--- src/rtl/boid_vga_pkg.sv ---
// Shared definitions for the boid VGA raster path: default resolution,
// coordinate format, framebuffer address width, pixel colour and FSM states.
package boid_vga_pkg;

  localparam int DEF_H_RES     = 640;
  localparam int DEF_V_RES     = 480;
  localparam int DEF_FRAC_BITS = 16;
  localparam int ADDR_W        = 19;

  typedef logic [7:0] color_t;

  typedef enum logic [2:0] {
    ST_IDLE   = 3'd0,
    ST_UPDATE = 3'd1,
    ST_SCAN   = 3'd2,
    ST_DRAIN  = 3'd3,
    ST_DONE   = 3'd4
  } state_e;

endpackage

--- src/rtl/chk_delay_line.sv ---
// Fixed-depth shift register that carries a probe's valid bit and address
// alongside the accelerator latency; reset clears every stage.
module chk_delay_line #(
  parameter int DEPTH = 2,
  parameter int WIDTH = 20
) (
  input  logic             clk,
  input  logic             reset,
  input  logic [WIDTH-1:0] d_i,
  output logic [WIDTH-1:0] q_o
);

  logic [WIDTH-1:0] pipe_q [DEPTH];

  always_ff @(posedge clk or negedge reset) begin
    if (!reset) begin
      for (int i = 0; i < DEPTH; i++) pipe_q[i] <= '0;
    end else begin
      pipe_q[0] <= d_i;
      for (int i = 1; i < DEPTH; i++) pipe_q[i] <= pipe_q[i-1];
    end
  end

  assign q_o = pipe_q[DEPTH-1];

endmodule

--- src/rtl/boid_raster_writer.sv ---
// Per-frame sequencer: runs the boid update for a fixed burst, then probes every
// pixel in raster order and writes the accelerator's hit/miss into the framebuffer.
//
// state  | meaning
// IDLE   | waiting for start
// UPDATE | upd_en high for UPD_CYCLES cycles
// SCAN   | one probe per cycle over the whole frame
// DRAIN  | last CHK_LAT probes retiring into the framebuffer
// DONE   | one-cycle frame_done pulse
module boid_raster_writer
  import boid_vga_pkg::*;
#(
  parameter int     H_RES      = DEF_H_RES,
  parameter int     V_RES      = DEF_V_RES,
  parameter int     CHK_LAT    = 2,
  parameter int     UPD_CYCLES = 64,
  parameter int     FRAC_BITS  = DEF_FRAC_BITS,
  parameter color_t BOID_COLOR = 8'hFF,
  parameter color_t BG_COLOR   = 8'h00
) (
  input  logic              clk,
  input  logic              reset,
  input  logic              start,
  output logic              upd_en,
  output logic [31:0]       x_chk,
  output logic [31:0]       y_chk,
  input  logic              is_boid_here,
  output logic [ADDR_W-1:0] wr_addr,
  output color_t            wr_data,
  output logic              wr_en,
  output logic              busy,
  output logic              frame_done
);

  localparam int XW = (H_RES > 1) ? $clog2(H_RES) : 1;
  localparam int YW = (V_RES > 1) ? $clog2(V_RES) : 1;
  localparam int TW = 16;

  state_e            state_q, state_d;
  logic [TW-1:0]     tmr_q, tmr_d;
  logic [XW-1:0]     x_q, x_d;
  logic [YW-1:0]     y_q, y_d;
  logic [ADDR_W-1:0] addr_q, addr_d;
  logic              probe_vld;

  logic [ADDR_W:0]   dly_in, dly_out;
  logic              dly_vld;
  logic [ADDR_W-1:0] dly_addr;
  logic [ADDR_W-1:0] last_addr_q;
  color_t            last_data_q;

  always_ff @(posedge clk or negedge reset) begin
    if (!reset) begin
      state_q <= ST_IDLE;
      tmr_q   <= '0;
      x_q     <= '0;
      y_q     <= '0;
      addr_q  <= '0;
    end else begin
      state_q <= state_d;
      tmr_q   <= tmr_d;
      x_q     <= x_d;
      y_q     <= y_d;
      addr_q  <= addr_d;
    end
  end

  always_comb begin
    state_d    = state_q;
    tmr_d      = tmr_q;
    x_d        = x_q;
    y_d        = y_q;
    addr_d     = addr_q;
    probe_vld  = 1'b0;
    upd_en     = 1'b0;
    frame_done = 1'b0;
    busy       = (state_q != ST_IDLE);
    unique case (state_q)
      ST_IDLE: begin
        if (start) begin
          state_d = ST_UPDATE;
          tmr_d   = TW'(UPD_CYCLES - 1);
        end
      end
      ST_UPDATE: begin
        upd_en = 1'b1;
        if (tmr_q == '0) state_d = ST_SCAN;
        else             tmr_d   = tmr_q - 1'b1;
      end
      ST_SCAN: begin
        probe_vld = 1'b1;
        addr_d    = addr_q + 1'b1;
        if (x_q == XW'(H_RES - 1)) begin
          x_d = '0;
          if (y_q == YW'(V_RES - 1)) begin
            // counters rewind here so the probe outputs rest at pixel (0,0)
            y_d     = '0;
            addr_d  = '0;
            state_d = ST_DRAIN;
            tmr_d   = TW'(CHK_LAT - 1);
          end else begin
            y_d = y_q + 1'b1;
          end
        end else begin
          x_d = x_q + 1'b1;
        end
      end
      ST_DRAIN: begin
        if (tmr_q == '0) state_d = ST_DONE;
        else             tmr_d   = tmr_q - 1'b1;
      end
      ST_DONE: begin
        frame_done = 1'b1;
        state_d    = ST_IDLE;
      end
      default: state_d = ST_IDLE;
    endcase
  end

  assign x_chk = 32'(x_q) << FRAC_BITS;
  assign y_chk = 32'(y_q) << FRAC_BITS;

  assign dly_in = {probe_vld, addr_q};

  chk_delay_line #(
    .DEPTH (CHK_LAT),
    .WIDTH (ADDR_W + 1)
  ) u_chk_delay_line (
    .clk   (clk),
    .reset (reset),
    .d_i   (dly_in),
    .q_o   (dly_out)
  );

  assign dly_vld  = dly_out[ADDR_W];
  assign dly_addr = dly_out[ADDR_W-1:0];

  // Write port is combinational off the delay line so an async reset kills wr_en at once.
  assign wr_en   = dly_vld;
  assign wr_addr = dly_vld ? dly_addr : last_addr_q;
  assign wr_data = dly_vld ? (is_boid_here ? BOID_COLOR : BG_COLOR) : last_data_q;

  always_ff @(posedge clk or negedge reset) begin
    if (!reset) begin
      last_addr_q <= '0;
      last_data_q <= '0;
    end else if (dly_vld) begin
      last_addr_q <= wr_addr;
      last_data_q <= wr_data;
    end
  end

endmodule

--- config.mk ---
export PLATFORM = sky130hd
export DESIGN_NAME = boid_raster_writer
export DESIGN_NICKNAME = d
export VERILOG_FILES = /design/src/rtl/boid_vga_pkg.sv /design/src/rtl/chk_delay_line.sv /design/src/rtl/boid_raster_writer.sv
export SDC_FILE = /design/constraint.sdc
export NUM_CORES = 1
export LEC_CHECK = 0
export BUFFER_PORTS_ARGS = -buffer_cell sky130_fd_sc_hd__buf_4
export CAP_MARGIN = 40
export CELL_PAD_IN_SITES_DETAIL_PLACEMENT = 1
export CELL_PAD_IN_SITES_GLOBAL_PLACEMENT = 2
export CORE_UTILIZATION = 39
export DETAILED_ROUTE_END_ITERATION = 6
export PLACE_DENSITY = 0.82
export SLEW_MARGIN = 40
export SYNTH_ARGS = -nofsm -noshare
export SYNTH_HDL_FRONTEND = slang
export SYNTH_SLANG_ARGS = --single-unit
--- constraint.sdc ---
create_clock -name clk -period 3.3 [get_ports clk]
set_input_delay 0.165 -clock clk [delete_from_list [all_inputs] [get_ports clk]]
set_output_delay 0.165 -clock clk [all_outputs]
set_load 0.01 [all_outputs]
==> run metrics, run 1 <==
outcome=complete, no violations; fraction of layout instances using a drive strength above 1=0.252; pin count of the biggest net entering global routing=56; Die Y-Extent=121 um; DRT Pass-1 Iters=4; power share of the sequential group=0.395; maximum vdd drop=0.327 mV; CP Launch Point=state_q[0]; CTS buffer count=17; worst hold endpoint=tmr_q[5]; Critical Path AT=2.92 ns; commonest non-fill, non-tap cell in the layout=dfrtp_1; initial antenna violation count=0; Antenna Violating Nets Remaining=0; Nets=~570; FFs w/ async S/R, synth=1.00; PostCTS Resize Cnt=0; gr ovfl total=0; Synth Instances=495; met2 Use GR=0.275; GRT Util Overall=0.173; clock share of power=0.431; clock skew=0.00694 ns; Post-synth EDFFs=0; FF+latch count, synth=124; Clk Latency, worst-skew pair=0.41 ns; yosys warns=0; Root Buffer=clkbuf_16; R2R Path Start=state_q[0]; GR Layer Usage met1=0.223; CP peak stage delay=0.59 ns; area grow syn2layout=19.4%; crit share post-route=0.799; CTS clk-pin slew, worst paths=0.06 ns; worst hold-check path type=in -> reg; highest-count cells in the layout ignoring fill and taps=dfrtp_1 (123), buf_4 (58), conb_1 (45), mux2_2 (40), nand2_1 (39); Rows=43; first-pass GRT wire length=roughly 20,000 um; Worst Setup Start Kind=register; Starting Density=0.401; Setup Fix Bufs, Post-CTS=0; setup TNS=0 ns; part of the power in combinational logic=0.174; Reg2Reg Setup Slack=0.66 ns; dpl hpwl=between 7000 and 8000 um; FMAX=379 MHz; DR vias=3,630; worst-margin pin slew=just under 0.7 ns; Avg Inst Size Synth=11.3 sq um; Req. time, crit path=3.59 ns; Setup violations, final=0; maxcap violations=0; Slew HR=0.547; RSZ-0062 raised after global routing=no; reg2reg end=addr_q[5]; critical hold path startpoint=start; maximum root-to-sink buffer count=2; critical-path cell list=or3b_1, clkinv_2, and4_1, and2_1, buf_4, a21oi_1; register area share after synthesis=0.557; WHS=0.153 ns; total wire length=approximately 11,000 um; vias in the first global route=just under 4,000; H-tree levels=4; number of port buffers=53; die area=14,800 sq um; switching portion of total power=0.279; Iter 0 DRT Violations=166; Sw Pwr=1.29 mW; CP Capture Type=register; final cell count without fillers=about 750; busiest metal layer after global routing=met2; grt met3 use=0.0437; Critical path buffers and inverters=2; GP Congestion=about 0.76; Hold Vio Cnt, Final=0; Synth Cell Area=~5600 sq um; number of inserted diodes=0; Max stage delay cell, worst path=or3b_1; clock sinks=124; fin. max-slew vios=0; CP Class=reg -> reg; Pint=3.35 mW; CTS tree=yes; worst-path fanout max=16; Die Wd=121 um; Lkg Pwr=about 3.2 nW; PwrDens=698 nW/um^2; worst reg2reg path depth=6; hold depth=3; DRC errors left=0; ys flop type=dfrtp_1; Worst path top cell family by delay=simple AND/OR/NAND/NOR gates; final core utilization=0.479; Core Region=13,900 sq um; vias per inst=4.83; DP Cell Count=719; WL/cell=15.1 um; synth unique cells=50; Final Critical Period=2.64 ns; I/O pin total=99
cells by family after synthesis:
group | share of synthesized area
compound gates | 0.0562
fa+ha+maj | 0.00899
mux | 0.0827
buf+inv | 0.0827
other cells | 0.000673
flops | 0.557
xor+xnor | 0.0503
simple gates | 0.161
power by group through the flow:
| stage | logic (mW) | registers (mW) | clock network [mW] |
|---|---|---|---|
| 2_1_floorplan | 0.618 | 1.81 | 0 |
| 3_3_place_gp | 0.797 | 1.84 | 0 |
| 3_5_place_dp | 0.816 | 1.86 | 0 |
| 4_1_cts | 0.820 | 1.83 | 2.06 |
| 5_1_grt | 0.923 | 1.85 | 2.12 |
| 6_report | 0.809 | 1.83 | 2.00 |
state kept, by name, indices dropped and copies added (netlist names):
name	cells
u_chk_delay_line.pipe_q	20
u_chk_delay_line.q_o	20
addr_q	19
last_addr_q	19
tmr_q	16
x_q	10
y_q	9
last_data_q	8
state_q	3
final cells by class:
class	instances	area, sq um
Clock inverter	12	184
Inverter	16	61.3
Tap cell	180	225
Clock buffer	20	457
Sequential cell	124	3100
Fill cell	1498	7230
Multi-Input combinational cell	341	2170
Timing Repair Buffer	59	445
timing repair:
| action | 4_1_cts | 5_1_grt |
|---|---|---|
| hold buffers | 1 | 0 |
| endpoints found under the hold margin | 52 | 0 |
| endpoints found under the setup margin | 0 | 0 |
cell usage after synthesis (2+ instances only):
master	instances	area, sq um
nor4_1	9	56.3
buf_2	4	20.0
xor2_1	8	70.1
nor2b_1	2	12.5
o21ai_0	29	145
nor2_2	3	18.8
o22ai_1	2	12.5
clkbuf_1	5	18.8
a22o_1	2	17.5
buf_4	47	353
xnor2_1	24	210
and2_1	2	12.5
dfrtp_1	124	3100
or3_1	7	43.8
nand3_1	14	70.1
buf_1	2	7.51
and4_1	4	35.0
mux2_2	40	450
nor3_1	15	75.1
nand2b_1	6	37.5
a21o_1	2	15.0
or3_2	2	15.0
nor4_4	2	42.5
o31ai_1	5	37.5
and3_1	4	25.0
nand4_1	7	43.8
inv_1	15	56.3
nor2_1	38	143
a21oi_1	8	40.0
or3b_1	2	17.5
nand2_1	39	146
ha_1	4	50.1
metal layers:
metal / vias to the layer above / part of all wire
li1: 1745 / -
met1: 1792 / 0.47
met2: 80 / 0.47
met3: 13 / 0.042
met4: 0 / 0.018
met5: - / 0
tightest hold or removal path: cells and delay by family:
kind                   cells  cell delay (ns)
AND/OR/NAND/NOR            1             0.14
buffers and inverters      1             0.09
AO/OA/AOI/OAI              1             0.12
stage by stage:
stage | total power, mW | cell area, sq um | worst slack, ns
after floorplan | 2.43 | 5730 | 1.32
after global placement | 2.64 | 6000 | 0.752
after detailed placement | 2.67 | 6000 | 0.666
after CTS | 4.71 | 6650 | 0.637
after global routing | 4.90 | 6650 | 0.455
final | 4.64 | 6650 | 0.665
worst max-delay path by stage:
stage                      endpoint  slack, ns  depth (start not counted)
final                     addr_q[5]       0.66                          6
after global routing      addr_q[2]       0.46                          6
after CTS                 addr_q[5]       0.64                          6
after detailed placement  addr_q[5]       0.67                          6
after global placement    addr_q[9]       0.75                          6
after floorplan            tmr_q[4]       1.32                          5
No activity file was read; power rests on OpenSTA's default activity.
==> run 2, diff against run 1 <==
--- a/config.mk
+++ b/config.mk
@@ -9,9 +9,9 @@
 export CAP_MARGIN = 40
 export CELL_PAD_IN_SITES_DETAIL_PLACEMENT = 1
 export CELL_PAD_IN_SITES_GLOBAL_PLACEMENT = 2
-export CORE_UTILIZATION = 39
+export CORE_UTILIZATION = 36
 export DETAILED_ROUTE_END_ITERATION = 6
-export PLACE_DENSITY = 0.82
+export PLACE_DENSITY = 0.76
 export SLEW_MARGIN = 40
 export SYNTH_ARGS = -nofsm -noshare
 export SYNTH_HDL_FRONTEND = slang
==> constraint.sdc (replaced) <==
create_clock -name clk -period 2.5 [get_ports clk]
set_input_delay 0.125 -clock clk [delete_from_list [all_inputs] [get_ports clk]]
set_output_delay 0.125 -clock clk [all_outputs]
set_load 0.01 [all_outputs]
==> run 2 against run 1 <==
Effect of this change:
- sequential share of layout area rose by 0.19 points
- clock-buffer cell count shrank 1
- wire length shrank 1.7%
- sequential power up 32%
- largest cell class unchanged
- design area fell by 0.41%
- power rose by 26%
==> run metrics, run 2 (synthesized netlist as in run 1, its figures left out) <==
outcome=complete, no violations; vias in the first global route=3,884 (-0.77%); Die Wd=126 um (+4.0%); Nets=569 (+0.35%); die area=16,000 sq um (+8.2%); pin count of the biggest net entering global routing=63 (+13%); Slew HR=0.531 (-0.0158); commonest non-fill, non-tap cell in the layout=dfrtp_1; vias per inst=4.88 (+1.0%); Die Y-Extent=126 um (+4.0%); Lkg Pwr=3.23 nW (-0.64%); number of port buffers=53 (unchanged); Pwr Total=5.83 mW (+26%); fin. max-slew vios=0 (unchanged); Antenna Violating Nets Remaining=0 (unchanged); maximum root-to-sink buffer count=2 (unchanged); setup TNS=0 ns (unchanged); I/O pin total=99 (unchanged); final instance area=6620 sq um (-0.41%); Root Buffer=clkbuf_16; worst-path fanout max=15 (-1); Clk Latency, worst-skew pair=0.42 ns (about the same); CTS tree=yes; Rows=45 (+4.7%); Setup Fix Bufs, Post-CTS=0 (unchanged); dpl hpwl=7640 um (+0.30%); Critical Path AT=2.43 ns (-0.49 ns); first-pass GRT wire length=19,400 um (-1.3%); Req. time, crit path=2.79 ns (-0.80 ns); Starting Density=0.368 (-0.0335); WHS=0.109 ns (-0.0442 ns); number of inserted diodes=0 (unchanged); DR vias=3,715 (+2.3%); GP Congestion=0.760 (-0.52%); GRT Util Overall=0.155 (-0.0179); worst-margin pin slew=0.697 ns (+0.0235 ns); PwrDens=880 nW/um^2 (+26%); area of placed instances=6050 sq um (+0.83%); worst hold-check path type=in -> reg; crit share post-route=0.857 (+0.0585); fraction of layout instances using a drive strength above 1=0.254 (+0.00261); total wire length=11,200 um (-1.7%); maxcap violations=0 (unchanged); Final Critical Period=2.14 ns (-0.493 ns); H-tree levels=4 (unchanged); highest-count cells in the layout ignoring fill and taps=dfrtp_1 (123), buf_4 (58), conb_1 (45), mux2_2 (40), nand2_1 (39); initial antenna violation count=0 (unchanged); CTS clk-pin slew, worst paths=0.06 ns (about the same); FMAX=467 MHz (+23%); Worst Setup Start Kind=register; RSZ-0062 raised after global routing=no; area grow syn2layout=18.9%; Core Region=15,100 sq um (+9.1%); WL/cell=14.6 um (-3.0%); maximum vdd drop=0.524 mV (+60%); CTS buffer count=17 (unchanged); Iter 0 DRT Violations=131 (-21%); clock sinks=124 (unchanged); CP Capture Type=register; Setup violations, final=0 (unchanged); DRC errors left=0 (unchanged); CP Class=reg -> reg; Hold Vio Cnt, Final=0 (unchanged); gr ovfl total=0 (unchanged); DRT Pass-1 Iters=4 (unchanged); Fillers=1,656 (+11%); clock skew=0.0122 ns (+0.00524 ns)
==> run 2: stage by stage <==
step | instances | setup WS (ns) | util
2_1_floorplan | 539 | 0.518 | -
3_3_place_gp | 729 | 0.392 | 0.399
3_5_place_dp | 729 | 0.338 | 0.399
4_1_cts | 762 | 0.329 | 0.437
5_1_grt | 762 | 0.181 | 0.437
6_report | 762 | 0.357 | 0.437
==> run 2: cell type report <==
cell class	instances	area, sq um	share of cell area
Tap cell	188	235	0.0355
Clock inverter	13	120	0.0181
Timing Repair Buffer	61	485	0.0733
Multi-Input combinational cell	341	2170	0.328
Sequential cell	124	3100	0.469
Inverter	16	61.3	0.00926
Clock buffer	19	443	0.0669
==> run 2: path summary, 6_finish.rpt <==
kind	to	slack, ns	start	cells past startpoint
worst max-delay path	addr_q[7]	0.36	x_q[7]	5
worst min-delay path	tmr_q[5]	0.11	start	3
worst max register to register	addr_q[7]	0.36	x_q[7]	5
worst min register to register	u_chk_delay_line.q_o[13]	0.34	u_chk_delay_line.pipe_q[33]	0
max in group asynchronous	tmr_q[8]	1.53	reset	3
min in group asynchronous	u_chk_delay_line.q_o[9]	0.24	reset	2
==> run 2: power by group <==
| part | leakage [nW] | switching (mW) | internal, mW |
|---|---|---|---|
| Combinational | 1.29 | 0.629 | 0.475 |
| Sequential | 1.67 | 0.188 | 2.22 |
| Clock | 0.269 | 0.920 | 1.39 |
==> run 2: routing by layer <==
layer,GRT usage,vias to the layer above,share of wire,wire length (um)
met4,0.0574,0,0.013,147
met2,0.248,62,0.49,5480
met3,0.0493,11,0.034,380
li1,-,1744,-,-
met1,0.198,1898,0.46,5150
met5,0,-,0,0
==> run 2: repair_timing <==
item                      4_1_cts  5_1_grt
hold buffers                    1        0
hold endpoints to repair       42        0
resized for setup               0        0
==> run 2: critical path, stage by stage (launching register included) <==
cell and delay, ns:
dfrtp_1 0.44, or3b_1 0.53, nor4_4 0.41, and2_1 0.31
buf_4 0.26, a21oi_1 0.07
